**src/rtl/pc_commit_pkg.sv**
```systemverilog
// Shared types and constants for the PC commit unit.
// The misaligned-jump trap is built only when PC_MISALIGN_CHECK_EN is defined.
package pc_commit_pkg;

   typedef enum logic {
      IDLE     = 1'b0,
      WAIT_LSU = 1'b1
   } state_e;

   localparam logic [3:0] EXC_CAUSE_INSN_MISALIGNED = 4'd0;

endpackage

```
**src/rtl/retire_cnt.sv**
```systemverilog
// Retired-instruction counter.
// It wraps naturally from all-ones to zero.
module retire_cnt #(
   parameter int CNT_W = 64
) (
   input  logic             clk,
   input  logic             rst,
   input  logic             inc,
   output logic [CNT_W-1:0] count
);

   logic [CNT_W-1:0] count_q;
   logic [CNT_W-1:0] count_d;

   always_comb begin
      count_d = count_q;
      if (inc) count_d = count_q + CNT_W'(1);
   end

   always_ff @(posedge clk or negedge rst) begin
      if (!rst) count_q <= '0;
      else      count_q <= count_d;
   end

   assign count = count_q;

endmodule

```
**src/rtl/pc_commit_unit.sv**
```systemverilog
// Architectural PC commit unit: sequential/jump/trap PC update, waiting on the LSU when needed.
// Build option: PC_MISALIGN_CHECK_EN turns a misaligned taken jump into a trap.
//
// state    | meaning
// IDLE     | accepting an instruction; non-memory commits update the PC immediately
// WAIT_LSU | memory access outstanding; PC updates from latched fields on lsu_done
module pc_commit_unit
   import pc_commit_pkg::*;
#(
   parameter int              XLEN     = 32,
   parameter logic [XLEN-1:0] PC_START = 32'h8000_0000,
   parameter int              CNT_W    = 64
) (
   input  logic             clk,
   input  logic             rst,
   input  logic             in_valid,
   output logic             in_ready,
   input  logic             jump_taken,
   input  logic [XLEN-1:0]  pc_jump,
   input  logic             trap,
   input  logic [XLEN-1:0]  mtvec,
   input  logic             lsu_req,
   input  logic             lsu_done,
   output logic [XLEN-1:0]  pc_reg,
   output logic             pc_update_en,
   output logic             exc_valid,
   output logic [XLEN-1:0]  exc_tval,
   output logic [CNT_W-1:0] instret
);

   state_e          state_q, state_d;
   logic [XLEN-1:0] pc_q, pc_d;
   logic            jmp_q, jmp_d;
   logic [XLEN-1:0] tgt_q, tgt_d;
   logic            trap_q, trap_d;

   logic            upd;
   logic            sel_jmp;
   logic [XLEN-1:0] sel_tgt;
   logic            sel_trap;
   logic            misalign;
   logic            take_exc;

   always_comb begin
      state_d  = state_q;
      jmp_d    = jmp_q;
      tgt_d    = tgt_q;
      trap_d   = trap_q;
      upd      = 1'b0;
      sel_jmp  = jump_taken;
      sel_tgt  = pc_jump;
      sel_trap = trap;
      case (state_q)
         IDLE: begin
            if (in_valid) begin
               if (lsu_req) begin
                  jmp_d   = jump_taken;
                  tgt_d   = pc_jump;
                  trap_d  = trap;
                  state_d = WAIT_LSU;
               end else begin
                  upd = 1'b1;
               end
            end
         end
         WAIT_LSU: begin
            sel_jmp  = jmp_q;
            sel_tgt  = tgt_q;
            sel_trap = trap_q;
            if (lsu_done) begin
               upd     = 1'b1;
               state_d = IDLE;
            end
         end
         default: state_d = IDLE;
      endcase
   end

`ifdef PC_MISALIGN_CHECK_EN
   assign misalign = sel_jmp & (sel_tgt[1:0] != 2'b00);
`else
   assign misalign = 1'b0;
`endif

   assign take_exc = sel_trap | misalign;

   // mtvec is sampled live at the update, not latched at handshake.
   always_comb begin
      pc_d = pc_q;
      if (upd) begin
         if (take_exc)     pc_d = mtvec;
         else if (sel_jmp) pc_d = sel_tgt;
         else              pc_d = pc_q + XLEN'(4);
      end
   end

   always_ff @(posedge clk or negedge rst) begin
      if (!rst) begin
         state_q <= IDLE;
         pc_q    <= PC_START;
         jmp_q   <= 1'b0;
         tgt_q   <= '0;
         trap_q  <= 1'b0;
      end else begin
         state_q <= state_d;
         pc_q    <= pc_d;
         jmp_q   <= jmp_d;
         tgt_q   <= tgt_d;
         trap_q  <= trap_d;
      end
   end

   // Pulses are gated by rst so they read zero while reset is held.
   assign in_ready     = (state_q == IDLE);
   assign pc_update_en = upd & rst;
   assign exc_valid    = pc_update_en & take_exc;
   assign exc_tval     = exc_valid ? (sel_trap ? pc_q : sel_tgt) : '0;
   assign pc_reg       = pc_q;

   retire_cnt #(
      .CNT_W (CNT_W)
   ) u_retire_cnt (
      .clk   (clk),
      .rst   (rst),
      .inc   (pc_update_en & ~exc_valid),
      .count (instret)
   );

endmodule

```
**config.mk**
```make
export PLATFORM = sky130hd
export DESIGN_NAME = pc_commit_unit
export DESIGN_NICKNAME = d
export VERILOG_FILES = /design/src/rtl/pc_commit_pkg.sv /design/src/rtl/retire_cnt.sv /design/src/rtl/pc_commit_unit.sv
export SDC_FILE = /design/constraint.sdc
export NUM_CORES = 1
export LEC_CHECK = 0
export ABC_CLOCK_PERIOD_IN_PS = 2630
export CAP_MARGIN = 10
export CORE_MARGIN = 2
export CORE_UTILIZATION = 48
export DETAILED_ROUTE_END_ITERATION = 12
export MAX_ROUTING_LAYER = met4
export PLACE_DENSITY = 0.83
export SETUP_SLACK_MARGIN = 0.15
export SLEW_MARGIN = 25
export SYNTH_ARGS = -nofsm -noshare
export SYNTH_HDL_FRONTEND = slang
export SYNTH_SLANG_ARGS = --single-unit
```
**constraint.sdc**
```tcl
create_clock -name clk -period 2.63 [get_ports clk]
set_input_delay 0.3945 -clock clk [delete_from_list [all_inputs] [get_ports clk]]
set_output_delay 0.3945 -clock clk [all_outputs]
set_load 0.005 [all_outputs]
```
# Word-level counts from Yosys, hierarchy flattened
# Index checks and enable logic that the tools add are counted.
# totals
regBits	131
latch_bits	0
mem_bits_rw	0
rom_bits	0
in_bits	71
output_inout_bits	131
n_memories	0
# classes
add_sub_neg	2
n_mul	0
div	0
magnitude_cmp	0
eq_ne	0
shifts	0
n_mux	15
bitwise	5
reduce_logical	1
# op_table
operator	n
two-way mux 32 bit	5
adder 64 x 1 -> 64 bit (second input constant)	1
adder 32 x 3 -> 32 bit (second input constant)	1
two-way mux 1 bit	8
one-hot mux 1 bit (2 select lines)	2
bitwise AND 1 bit	3
AND reduction 3 bit	1
inverter 1 bit	2

# Logic depth before layout (Yosys ltp)
# logic_depth
ltp_word	7
depth_mapped	8
depth_no_buf	6

# Hierarchy
# Synthesis repeated with hierarchy kept, for this count alone.
# hier_totals
cells_unflattened	720
area_unflattened_um2	7171.9
# modules_own_cells
module	n_inst	cells_each	area_per_inst_um2	seq_area_each_um2
pc_commit_unit	1	435	4073.9	1677.9
retire_cnt	1	285	3098.0	1601.5

# Worst setup path before layout
# Ideal clock, no wire load.
# synth_path
path_type	reg2reg
from	register u_retire_cnt.count_q[0], in the netlist u_retire_cnt.count[0]
to	register u_retire_cnt.count_q[46], in the netlist u_retire_cnt.count[46]
setup_ns	0.079
arrival_time_ns	2.213
path_slack_ns	0.338
path_stages_with_launch	9
period_less_slack_ns	2.292
cell_sequence	dfrtp_1 ha_1 nand2_1 or4_1 or4_1 buf_2 buf_6 nor3_1 xor2_1
# synth_via
elab_chain_cells	1
# synth_rtl
element	line	text
start: declaration	retire_cnt.sv:12	logic [CNT_W-1:0] count_q;
start signal: assignment	retire_cnt.sv:22	else count_q <= count_d;
adder 64 x 1 -> 64 bit	retire_cnt.sv:17	if (inc) count_d = count_q + CNT_W'(1);
# Every way passes these cells.
# A chain may end at the register's enable or synchronous reset.

# Worst setup path after layout
# layout_path
from	register state_q
to	output exc_tval[8]
# layout_via
elab_chain_cells	5
elab_cells_between_ends	8
classes_between	mux: 5; bitwise: 3
# layout_rtl
element	line	text
start: declaration	pc_commit_unit.sv:31	state_e state_q, state_d;
start signal: assignment	pc_commit_unit.sv:105	state_q <= state_d;
inverter 1 bit (no line)	n/a	
one-hot mux 1 bit (2 select lines)	pc_commit_unit.sv:53	case (state_q)
bitwise AND 1 bit	pc_commit_unit.sv:115	assign pc_update_en = upd & rst;
bitwise AND 1 bit	pc_commit_unit.sv:116	assign exc_valid = pc_update_en & take_exc;
two-way mux 32 bit (*)	pc_commit_unit.sv:117	assign exc_tval = exc_valid ? (sel_trap ? pc_q : sel_tgt) : '0;
end: declaration	pc_commit_unit.sv:27	output logic [XLEN-1:0] exc_tval,
# Every way passes the cells marked *; elsewhere a longest branch is shown, timed or not.

==> flow_metrics.tcl <==
set metrics [dict create \
    route.detailed.drc 0 \
    clock_latency_ns 0.42 \
    p_leak_nw 4.43 \
    finalWeightedCongestion 0.863 \
    hpwl_mm 14.4 \
    slew_headroom_pct 41.6 \
    coreArea_um2 14500 \
    swShare_pct 30.9 \
    cp_max_fo 7 \
    syn_avg_cell_area_um2 9.90 \
    fill_cells 1081 \
    gr-total-overflow 0 \
    path_depth 9 \
    fin_util_pct 71.3 \
    cts.clk_slew.worst_paths_ns 0.06 \
    endpoint_kind "primary output" \
    fmaxAchievable_mhz 398 \
    routed_wl_mm 21.9 \
    pwr-share-seq_pct 40.1 \
    pwr-share-clk_pct 33.8 \
    hold_violations 0 \
    yosysUniqueCellTypes 52 \
    ys_seq_elements 131 \
    grt_pass1_vias 6498 \
    drive_above_1_share_pct 19.3 \
    r2r_cells 9 \
    rsz0062_at_grt "true" \
    fp.dieW_um 126 \
    synth_common_cells "dfrtp_1 (130), nand2_1 (66), o21ai_0 (49)" \
    setup-tns-final_ns 0 \
    outcome "finished, final reports clean" \
    design_area_um2 10300 \
    timing.rr.end "u_retire_cnt.count[58]" \
    path_class "reg -> out" \
    clockRootBuffer "clkbuf_16" \
    die_h_um 126 \
    post-synth-top-area-fraction_pct 45.8 \
    finalMaxSlewViolations 0 \
    fin_skew_ns 0.0172 \
    htree_levels 4 \
    netlist_instances 717 \
    min_path_type "in -> async" \
    dr_total_vias 6671 \
    drtIter0Drc 703 \
    synth_largest_area_cell "dfrtp_1" \
    wl_per_cell_um 19.0 \
    cp.required_ns 2.24 \
    cpPeakStageDelay_ns 0.46 \
    reg2reg_from "state_q" \
    cts.sinks 131 \
    setup_viol_count_final 0 \
    fin_nets 1026 \
    cap_viol_max_count 0 \
    ctsHoldBuffers 0 \
    post-synth-top-count-cell "dfrtp_1" \
    start_util_pct 49.0 \
    timing.hold.ws_ns 0.200 \
    r2r_slack_ns 0.22 \
    ys_async_sr_fraction_pct 100 \
    grt_max_degree 67 \
    via_per_inst 5.80 \
    p_per_area_nw_per_um2 667 \
    dpl_cell_area_um2 9510 \
    syn_area_um2 7100 \
    layout_setup_ws_ns 0.119 \
    cts_buffer_depth 2 \
    syn_nets 790 \
    period_minus_slack_ns 2.51 \
    post-route-period-util_pct 95.5 \
    portBuffers 201 \
    synthToLayoutAreaGrowth_pct 45.5 \
    dieArea_um2 15800 \
    num_rows 44 \
    arrival_ns 2.12 \
    diodes 0 \
    comb_power_share_pct 26.1 \
    ant_nets 0 \
    synth_warnings 0 \
    p_int_mw 4.76 \
    synthTopCellsByArea "dfrtp_1 (46%), mux2_2 (7.3%), xnor2_1 (5.4%), nand2_1 (3.5%), o21ai_0 (3.5%)" \
    critPathLaunchType "flip-flop" \
    numCtsBuffers 17 \
    synth_edf_count 0 \
    cp_slowest_cell "dfrtp_2" \
    antenna_found_initial 0 \
    worst_slew_pin_slew_ns 0.876 \
    grt_pass1_wl_mm 34.5 \
    grt_use_total_pct 28.3 \
    worst_path_dominant_cell_family "buffers and inverters" \
    path_buf_inv 5 \
    cpMostUsedCell "buf_6" \
    max-vdd-ir-drop_v 0.000651 \
    firstDrtPassIters 9 \
    synth_flop_cell "dfrtp_1" \
    ys_seq_area_share_pct 46.2 \
    net-switching-power_mw 2.13 \
    pre_cts_slack_ns -0.103 \
    ios 202 \
    cts_tree "done" \
    largest_reg_flops 64 \
    path_cells "and2_4 -> o21ai_4 -> nor2_4 -> buf_4 -> buf_6 -> buf_6 -> buf_12 -> and2_1 -> clkbuf_2" \
]
-- stage by stage --
step	cells	total power [mW]
floorplan	717	3.47
global placement	1099	4.41
detailed placement	1099	4.47
CTS	1146	6.87
global route	1150	7.22
finish	1150	6.89
-- cell type report --
cell class	instances	area (µm²)	area share [%]
multi-input cells	532	3720	36.0
flip-flops and latches	131	3280	31.8
repair buffers	254	2450	23.8
clock buffers	17	425	4.12
well taps	184	230	2.23
clock inverters	15	155	1.50
inverters	17	63.8	0.618
-- repair_timing --
item,CTS,global route
pin swaps,4,4
endpoints found under the setup margin,39,29
setup buffers,12,4
gates cloned,3,0
resized for setup,47,67
-- placed cells by master (no fill, tap or decap), drive strengths merged, types with 6 or more instances in the layout --
cell type,synthesis,routed
clkdlybuf4s50,0,164
dfrtp,130,130
nand2,66,66
buf,7,56
o21ai,49,49
mux2,46,46
xnor2,44,44
nor2,37,37
nand4,35,35
clkbuf,30,35
and2,34,34
nand3,30,30
mux2i,23,23
inv,17,21
a21oi,19,19
nor3,19,19
xor2,18,18
and3,17,17
dlygate4sd2,0,14
nor4,12,12
a31oi,10,10
and4,9,9
or4,7,7
o22ai,6,6
a222oi,6,6
o211ai,6,6
clkinv,0,6
-- kinds of logic after synthesis --
family / after synthesis / synth area share, %
muxes: 69 / 10.7
xor gates and xnor gates: 62 / 7.65
and+or+nand+nor: 279 / 21.3
DFF: 131 / 46.2
AOI/OAI and AO/OA: 120 / 10.6
adders and majority gates: 2 / 0.352
buffers and inverters: 54 / 3.14
-- worst max path at each step --
stage / slack, ns / end / start
floorplan: 0.34 / u_retire_cnt.count[46] / u_retire_cnt.count[0]
global placement: -0.03 / exc_tval[1] / in_valid
detailed placement: -0.10 / exc_tval[8] / in_valid
CTS: 0.02 / exc_tval[8] / state_q
global route: 0.06 / exc_tval[24] / state_q
finish: 0.12 / exc_tval[8] / state_q
-- metal layers --
metal	vias up	track usage [%]	wire length, µm
met5	-	-	0
met4	0	9.67	494
met3	41	6.89	1510
met2	275	43.3	10700
met1	3264	37.2	9200
li1	3091	-	-
-- power by group through the flow --
stage	combinational, mW	sequential (mW)	clock [mW]
floorplan	0.784	2.68	0
global placement	1.65	2.76	0
detailed placement	1.69	2.78	0
CTS	1.77	2.75	2.35
global route	1.95	2.82	2.45
finish	1.79	2.76	2.33
Note: power is estimated with default switching activity, not from simulation.
